File: config.mk
export PLATFORM = sky130hd
export DESIGN_NAME = ex_mem_stage
export DESIGN_NICKNAME = d
export VERILOG_FILES = /design/src/rtl/ex_mem_stage_pkg.sv /design/src/rtl/ex_mem_stage_hilo_reg.sv /design/src/rtl/ex_mem_stage.sv
export SDC_FILE = /design/constraint.sdc
export NUM_CORES = 1
export LEC_CHECK = 0
export BUFFER_PORTS_ARGS = -buffer_cell sky130_fd_sc_hd__buf_4
export CAP_MARGIN = 20
export CORE_AREA = 2 2 144 146
export DETAILED_ROUTE_END_ITERATION = 12
export DIE_AREA = 0 0 146 148
export PLACE_DENSITY_LB_ADDON = 0.2
export RECOVER_POWER = 100
export SLEW_MARGIN = 20
export SYNTH_ARGS = -nofsm -noshare
export SYNTH_HDL_FRONTEND = slang
export SYNTH_SLANG_ARGS = --single-unit
File: constraint.sdc
create_clock -name clk -period 1.83 [get_ports clk]
set_clock_uncertainty 0.2 [all_clocks]
set_input_delay 0.366 -clock clk [delete_from_list [all_inputs] [get_ports clk]]
set_output_delay 0.366 -clock clk [all_outputs]
set_load 0.02 [all_outputs]
File: src/rtl/ex_mem_stage_pkg.sv
// Shared CPU definitions: HI/LO op encoding, datapath widths and the EX/MEM payload.
package ex_mem_stage_pkg;

    localparam int unsigned XLEN      = 32;
    localparam int unsigned PC_W      = 30;
    localparam int unsigned REG_W     = 5;
    localparam int unsigned HILO_OP_W = 2;
    localparam int unsigned MULT_W    = 2 * XLEN;

    typedef enum logic [HILO_OP_W-1:0] {
        HILO_NONE = 2'b00,
        HILO_MULT = 2'b01,
        HILO_MTHI = 2'b10,
        HILO_MTLO = 2'b11
    } hilo_op_e;

    typedef struct packed {
        logic              valid;
        logic [PC_W-1:0]   pc;
        logic [XLEN-1:0]   alure;
        logic [XLEN-1:0]   bus_b;
        logic [REG_W-1:0]  rd;
        logic              reg_wr;
        logic              mem_wr;
        logic              mem_to_reg;
        logic              mem_read;
    } mem_payload_t;

endpackage

File: src/rtl/ex_mem_stage_hilo_reg.sv
// HI/LO special registers with independent write enables and synchronous clear.
module hilo_reg
    import ex_mem_stage_pkg::*;
(
    input  logic            clk,
    input  logic            rst,
    input  logic            we_hi,
    input  logic            we_lo,
    input  logic [XLEN-1:0] hi_in,
    input  logic [XLEN-1:0] lo_in,
    output logic [XLEN-1:0] hi_num,
    output logic [XLEN-1:0] lo_num
);

    always_ff @(posedge clk) begin
        if (rst) begin
            hi_num <= '0;
            lo_num <= '0;
        end else begin
            if (we_hi) hi_num <= hi_in;
            if (we_lo) lo_num <= lo_in;
        end
    end

endmodule

File: src/rtl/ex_mem_stage.sv
// EX/MEM pipeline register with bubble insertion, stall hold and HI/LO update.
module ex_mem_stage
    import ex_mem_stage_pkg::*;
(
    input  logic                 clk,
    input  logic                 rst,
    input  logic                 stall,
    input  logic                 flush,
    input  logic [31:2]          EX_PC,
    input  logic [XLEN-1:0]      EX_alure,
    input  logic [XLEN-1:0]      EX_busA,
    input  logic [XLEN-1:0]      EX_busB,
    input  logic [REG_W-1:0]     EX_Reg,
    input  logic                 EX_RegWr,
    input  logic                 EX_MemWr,
    input  logic                 EX_MemtoReg,
    input  logic                 EX_MemRead,
    input  logic [HILO_OP_W-1:0] EX_hilo_op,
    input  logic [MULT_W-1:0]    EX_MULT_result,
    output logic                 Mem_valid,
    output logic [PC_W-1:0]      Mem_PC,
    output logic [XLEN-1:0]      Mem_alure,
    output logic [XLEN-1:0]      Mem_busB,
    output logic [REG_W-1:0]     Mem_Reg,
    output logic                 Mem_RegWr,
    output logic                 Mem_MemWr,
    output logic                 Mem_MemtoReg,
    output logic                 Mem_MemRead,
    output logic [XLEN-1:0]      hi_num,
    output logic [XLEN-1:0]      lo_num,
    output logic                 Mem_load_pending
);

    mem_payload_t    mem_q;
    mem_payload_t    capt_c;
    logic            advance_c;
    logic            we_hi_c;
    logic            we_lo_c;
    logic [XLEN-1:0] hi_in_c;
    logic [XLEN-1:0] lo_in_c;

    assign advance_c = !stall && !flush;

    // Sanitised EX payload; a flush keeps the data fields but kills all side effects.
    always_comb begin
        capt_c            = '0;
        capt_c.valid      = 1'b1;
        capt_c.pc         = EX_PC;
        capt_c.alure      = EX_alure;
        capt_c.bus_b      = EX_busB;
        capt_c.rd         = EX_Reg;
        capt_c.reg_wr     = EX_RegWr && (EX_Reg != REG_W'(0));
        capt_c.mem_wr     = EX_MemWr && !EX_MemRead;
        capt_c.mem_to_reg = EX_MemtoReg;
        capt_c.mem_read   = EX_MemRead;
        if (flush) begin
            capt_c.valid      = 1'b0;
            capt_c.rd         = '0;
            capt_c.reg_wr     = 1'b0;
            capt_c.mem_wr     = 1'b0;
            capt_c.mem_to_reg = 1'b0;
            capt_c.mem_read   = 1'b0;
        end
    end

    always_ff @(posedge clk) begin
        if (rst) begin
            mem_q <= '0;
        end else if (!stall) begin
            mem_q <= capt_c;
        end
    end

    // HI/LO writes commit on the same edge the instruction leaves EX.
    always_comb begin
        we_hi_c = 1'b0;
        we_lo_c = 1'b0;
        hi_in_c = EX_MULT_result[MULT_W-1:XLEN];
        lo_in_c = EX_MULT_result[XLEN-1:0];
        if (advance_c) begin
            unique case (hilo_op_e'(EX_hilo_op))
                HILO_MULT: begin
                    we_hi_c = 1'b1;
                    we_lo_c = 1'b1;
                end
                HILO_MTHI: begin
                    we_hi_c = 1'b1;
                    hi_in_c = EX_busA;
                end
                HILO_MTLO: begin
                    we_lo_c = 1'b1;
                    lo_in_c = EX_busA;
                end
                default: ;
            endcase
        end
    end

    hilo_reg u_hilo_reg (
        .clk    (clk),
        .rst    (rst),
        .we_hi  (we_hi_c),
        .we_lo  (we_lo_c),
        .hi_in  (hi_in_c),
        .lo_in  (lo_in_c),
        .hi_num (hi_num),
        .lo_num (lo_num)
    );

    assign Mem_valid        = mem_q.valid;
    assign Mem_PC           = mem_q.pc;
    assign Mem_alure        = mem_q.alure;
    assign Mem_busB         = mem_q.bus_b;
    assign Mem_Reg          = mem_q.rd;
    assign Mem_RegWr        = mem_q.reg_wr;
    assign Mem_MemWr        = mem_q.mem_wr;
    assign Mem_MemtoReg     = mem_q.mem_to_reg;
    assign Mem_MemRead      = mem_q.mem_read;
    assign Mem_load_pending = mem_q.valid && mem_q.mem_read;

endmodule

==> metrics.csv <==
stage,metric,value,unit
cts,Num CTS Buffers,17,
final_layout,"commonest non-fill, non-tap cell in the layout",buf_4,
yosys,Yosys reg bits,168,
yosys,number of flops mapped to enable cells by yosys,0,
yosys,post-synthesis adder-cell area fraction,0.5984,%
yosys,syn nets,814,
global_route,total grt overflow,0,
cts,Clock Tree Buf Depth,2,
yosys,multiplexer area fraction after synthesis,15.00,%
placement,Final HPWL DP,16450,um
timing,Slew Limit Fails,0,
cts,"Clk pin slew, worst setup/hold paths",70,ps
die,standard-cell rows,52,
timing,Fin. Hold Viols,0,
worst_setup_path,Worst path max stage delay,570,ps
worst_setup_path,critical path arrival,1880,ps
worst_setup_path,Startpoint Class,input port,
yosys,Compound-Gate Fraction of Synth Area,15.96,%
cts,number of setup buffers added after CTS,0,
die,die width,146,um
timing,Setup Viol. Count Final,0,
final_layout,layout cells sized above 1,24.02,%
hold_path,Hold WC Path Type,in2reg,
worst_setup_path,crit-path cells,dlygate4sd3_1 > clkbuf_4 > or4_1 > o21ai_1 > a21oi_1,
global_route,vias in the first global route,6486,
timing,RSZ-0062 raised after global routing,no,
detailed_routing,Routed WL,23130,um
yosys,"Async S/R FF share, synth",0,%
detailed_routing,DRT Pass-1 Iters,4,
yosys,"Primary FF master, synth",dfxtp_1,
final_layout,Finished Layout Cells,1366,
worst_setup_path,kind of critical path,in2reg,
detailed_routing,DRC,0,
pwr,sw frac,27.91,%
yosys,cell count after synthesis,606,
yosys,area share of and/or/nand/nor cells after synthesis,11.07,%
final_layout,Synth-to-Final Area Change,67.11,%
pwr,leak pwr,4.485,nW
worst_setup_path,CP Max Fanout,2,
worst_setup_path,crit end category,flop,
worst_setup_path,Stages on worst setup path,5,
die,Die Ht,148,um
yosys,Mapped Area,6272,um2
detailed_routing,Vias/cell,4.642,
timing,worst-margin pin slew,749.9,ps
yosys,synth unique cells,28,
placement,Area after DPL,9520,um2
pwr,part of the power in the clock network,39.1,%
global_route,first-pass GRT wire length,35700,um
pwr,P_int,0.006436,W
cts,worst skew pair latency,420,ps
pwr,maximum vdd ir drop,0.0006105,V
global_route,GRT Resource Usage Total,20.91,%
worst_setup_path,Worst EP required,1930,ps
worst_setup_path,worst r2r path cells,2,
cts,H-tree depth,4,
die,die area,21610,um2
detailed_routing,drt wl/cell,16.93,um
worst_setup_path,critical path buffer and inverter count,2,
final_layout,"commonest non-fill, non-tap cells in the layout","198 x buf_4, 171 x clkbuf_1, 168 x dfxtp_1",
hold_path,worst hold stages,3,
yosys,Post-Synth XOR/XNOR Area,0,%
detailed_routing,Final ANT Viol Nets,0,
yosys,synth warn,0,
final_layout,Final nets,1290,
timing,min Tclk post-route,1780,ps
cts,TritonCTS clock tree,built,
pwr,share of total power in sequential cells,44.1,%
final_layout,"Design Area, Final",10480,um2
detailed_routing,routed vias,6341,
outcome,status,finished clean,
die,I/O Pins,374,
timing,Fmax,561.8,MHz
global_route,initial antenna violation count,1,
die,Initial Util,31.30,%
detailed_routing,1st-iter DRT viols,178,
timing,period utilization,97.27,%
pwr,switching pwr,0.002492,W
pwr,power per cell area,851.9,nW/um2
flow_run,Max Cap Viol,0,
die,Core ar.,20040,um2
yosys,"Seq/Total Area, Yosys",53.62,%
yosys,Synth Area per Inst,10.35,um2
final_layout,Util after Layout,52.30,%
yosys,largest family of logic cells by synthesized area,compound AO/OA/AOI/OAI gates,
placement,RD Place Congestion,0.7989,
cts,Root Buffer,clkbuf_16,
worst_setup_path,"delay-heaviest family, CP",buffers and inverters,
cts,Num Clock Sinks,168,
placement,Port-buffer cells,373,
placement,placed cell count,1225,
pwr,combinational fraction of design power,16.8,%
timing,slew margin rel.,49.95,%
global_route,pin count of the biggest net entering global routing,84,
worst_setup_path,critical path's slowest cell,or4_1,
timing,WHS,12.42,ps
-- per-stage QoR --
step / TNS [ps] / worst slack [ps] / total power (W)
after floorplan: 0 / 128.0 / 0.004674
after detailed placement: -7946 / -194.2 / 0.005493
after CTS: 0 / 14.26 / 0.009180
after global routing: 0 / 5.594 / 0.009281
after global placement: -5732 / -136.8 / 0.005480
final: 0 / 50.05 / 0.008929
-- cell type report --
cell class / count / area (um2)
repair buffers: 506 / 3515
fillers: 1922 / 9558
inverters: 4 / 15.01
clock buffers: 19 / 452.9
multi-input cells: 385 / 2684
diodes: 1 / 2.502
flip-flops and latches: 168 / 3363
clock inverters: 13 / 111.4
well taps: 270 / 337.8
-- repair_timing --
action	CTS	global route
hold endpoints to repair	106	0
endpoints found under the setup margin	0	1
resized for setup	0	1
hold buffers	108	0
-- power by group through the flow --
stage          combinational, W  sequential [W]  clock (W)
2_1_floorplan          0.000439         0.00423          0
3_3_place_gp            0.00146         0.00402          0
3_5_place_dp            0.00147         0.00402          0
4_1_cts                 0.00167         0.00394    0.00357
5_1_grt                 0.00161         0.00396    0.00371
6_report                0.00150         0.00394    0.00349
-- logic make-up (layout without fill, tap and decap cells) --
logic type | count (synthesis) | after routing
flip-flops | 168 | 168
AND/OR/NAND/NOR | 148 | 148
AO/OA/AOI/OAI | 140 | 140
multiplexers | 94 | 94
buffers and inverters | 53 | 542
adder cells (fa/ha/maj) | 3 | 3
other | 0 | 1
-- path summary, 6_finish.rpt --
check | from | slack [ps] | endpoint
setup / recovery | EX_Reg[1] | 50 | Mem_RegWr
hold / removal | EX_busA[30] | 10 | u_hilo_reg.hi_num[30]
setup reg to reg | Mem_alure[27] | 900 | Mem_alure[27]
hold reg to reg | u_hilo_reg.hi_num[27] | 260 | u_hilo_reg.hi_num[27]
-- sequential cells by signal (all words and copies together), names as in the netlist --
| register | flops |
|---|---|
| Mem_MemtoReg | 1 |
| Mem_MemWr | 1 |
| u_hilo_reg.hi_num | 32 |
| Mem_RegWr | 1 |
| Mem_alure | 32 |
| Mem_valid | 1 |
| Mem_busB | 32 |
| u_hilo_reg.lo_num | 32 |
| Mem_Reg | 5 |
| Mem_MemRead | 1 |
| Mem_PC | 30 |
-- synthesized netlist by cell type (2+ instances only) --
| master | number | area share, % |
|---|---|---|
| a21oi_1 | 4 | 0.32 |
| ha_1 | 3 | 0.60 |
| a22oi_1 | 6 | 0.72 |
| nor2_1 | 104 | 6.2 |
| o2bb2ai_1 | 63 | 8.8 |
| o21ai_0 | 28 | 2.2 |
| buf_4 | 3 | 0.36 |
| inv_1 | 4 | 0.24 |
| nor3b_1 | 2 | 0.24 |
| dfxtp_1 | 168 | 54 |
| nor2b_1 | 32 | 3.2 |
| clkbuf_1 | 25 | 1.5 |
| o21ai_1 | 5 | 0.40 |
| nor3b_2 | 2 | 0.40 |
| o22ai_1 | 32 | 3.2 |
| buf_2 | 20 | 1.6 |
| mux2i_1 | 94 | 15 |
-- routing by layer --
metal / GRT usage [%] / share of wire (%) / routed length, um
met1: 24.35 / 41 / 9478
met2: 36.58 / 50 / 11490
met3: 7.315 / 8.0 / 1850
met4: 5.825 / 1.4 / 313
met5: 0 / 0 / 0
-- tightest hold or removal path: cells and delay by family --
kind                   cells  cell delay [ps]
AOI/OAI and AO/OA          1              110
buffers and inverters      1               90
and+or+nand+nor            1               40
No activity file was read; power rests on OpenSTA's default activity.
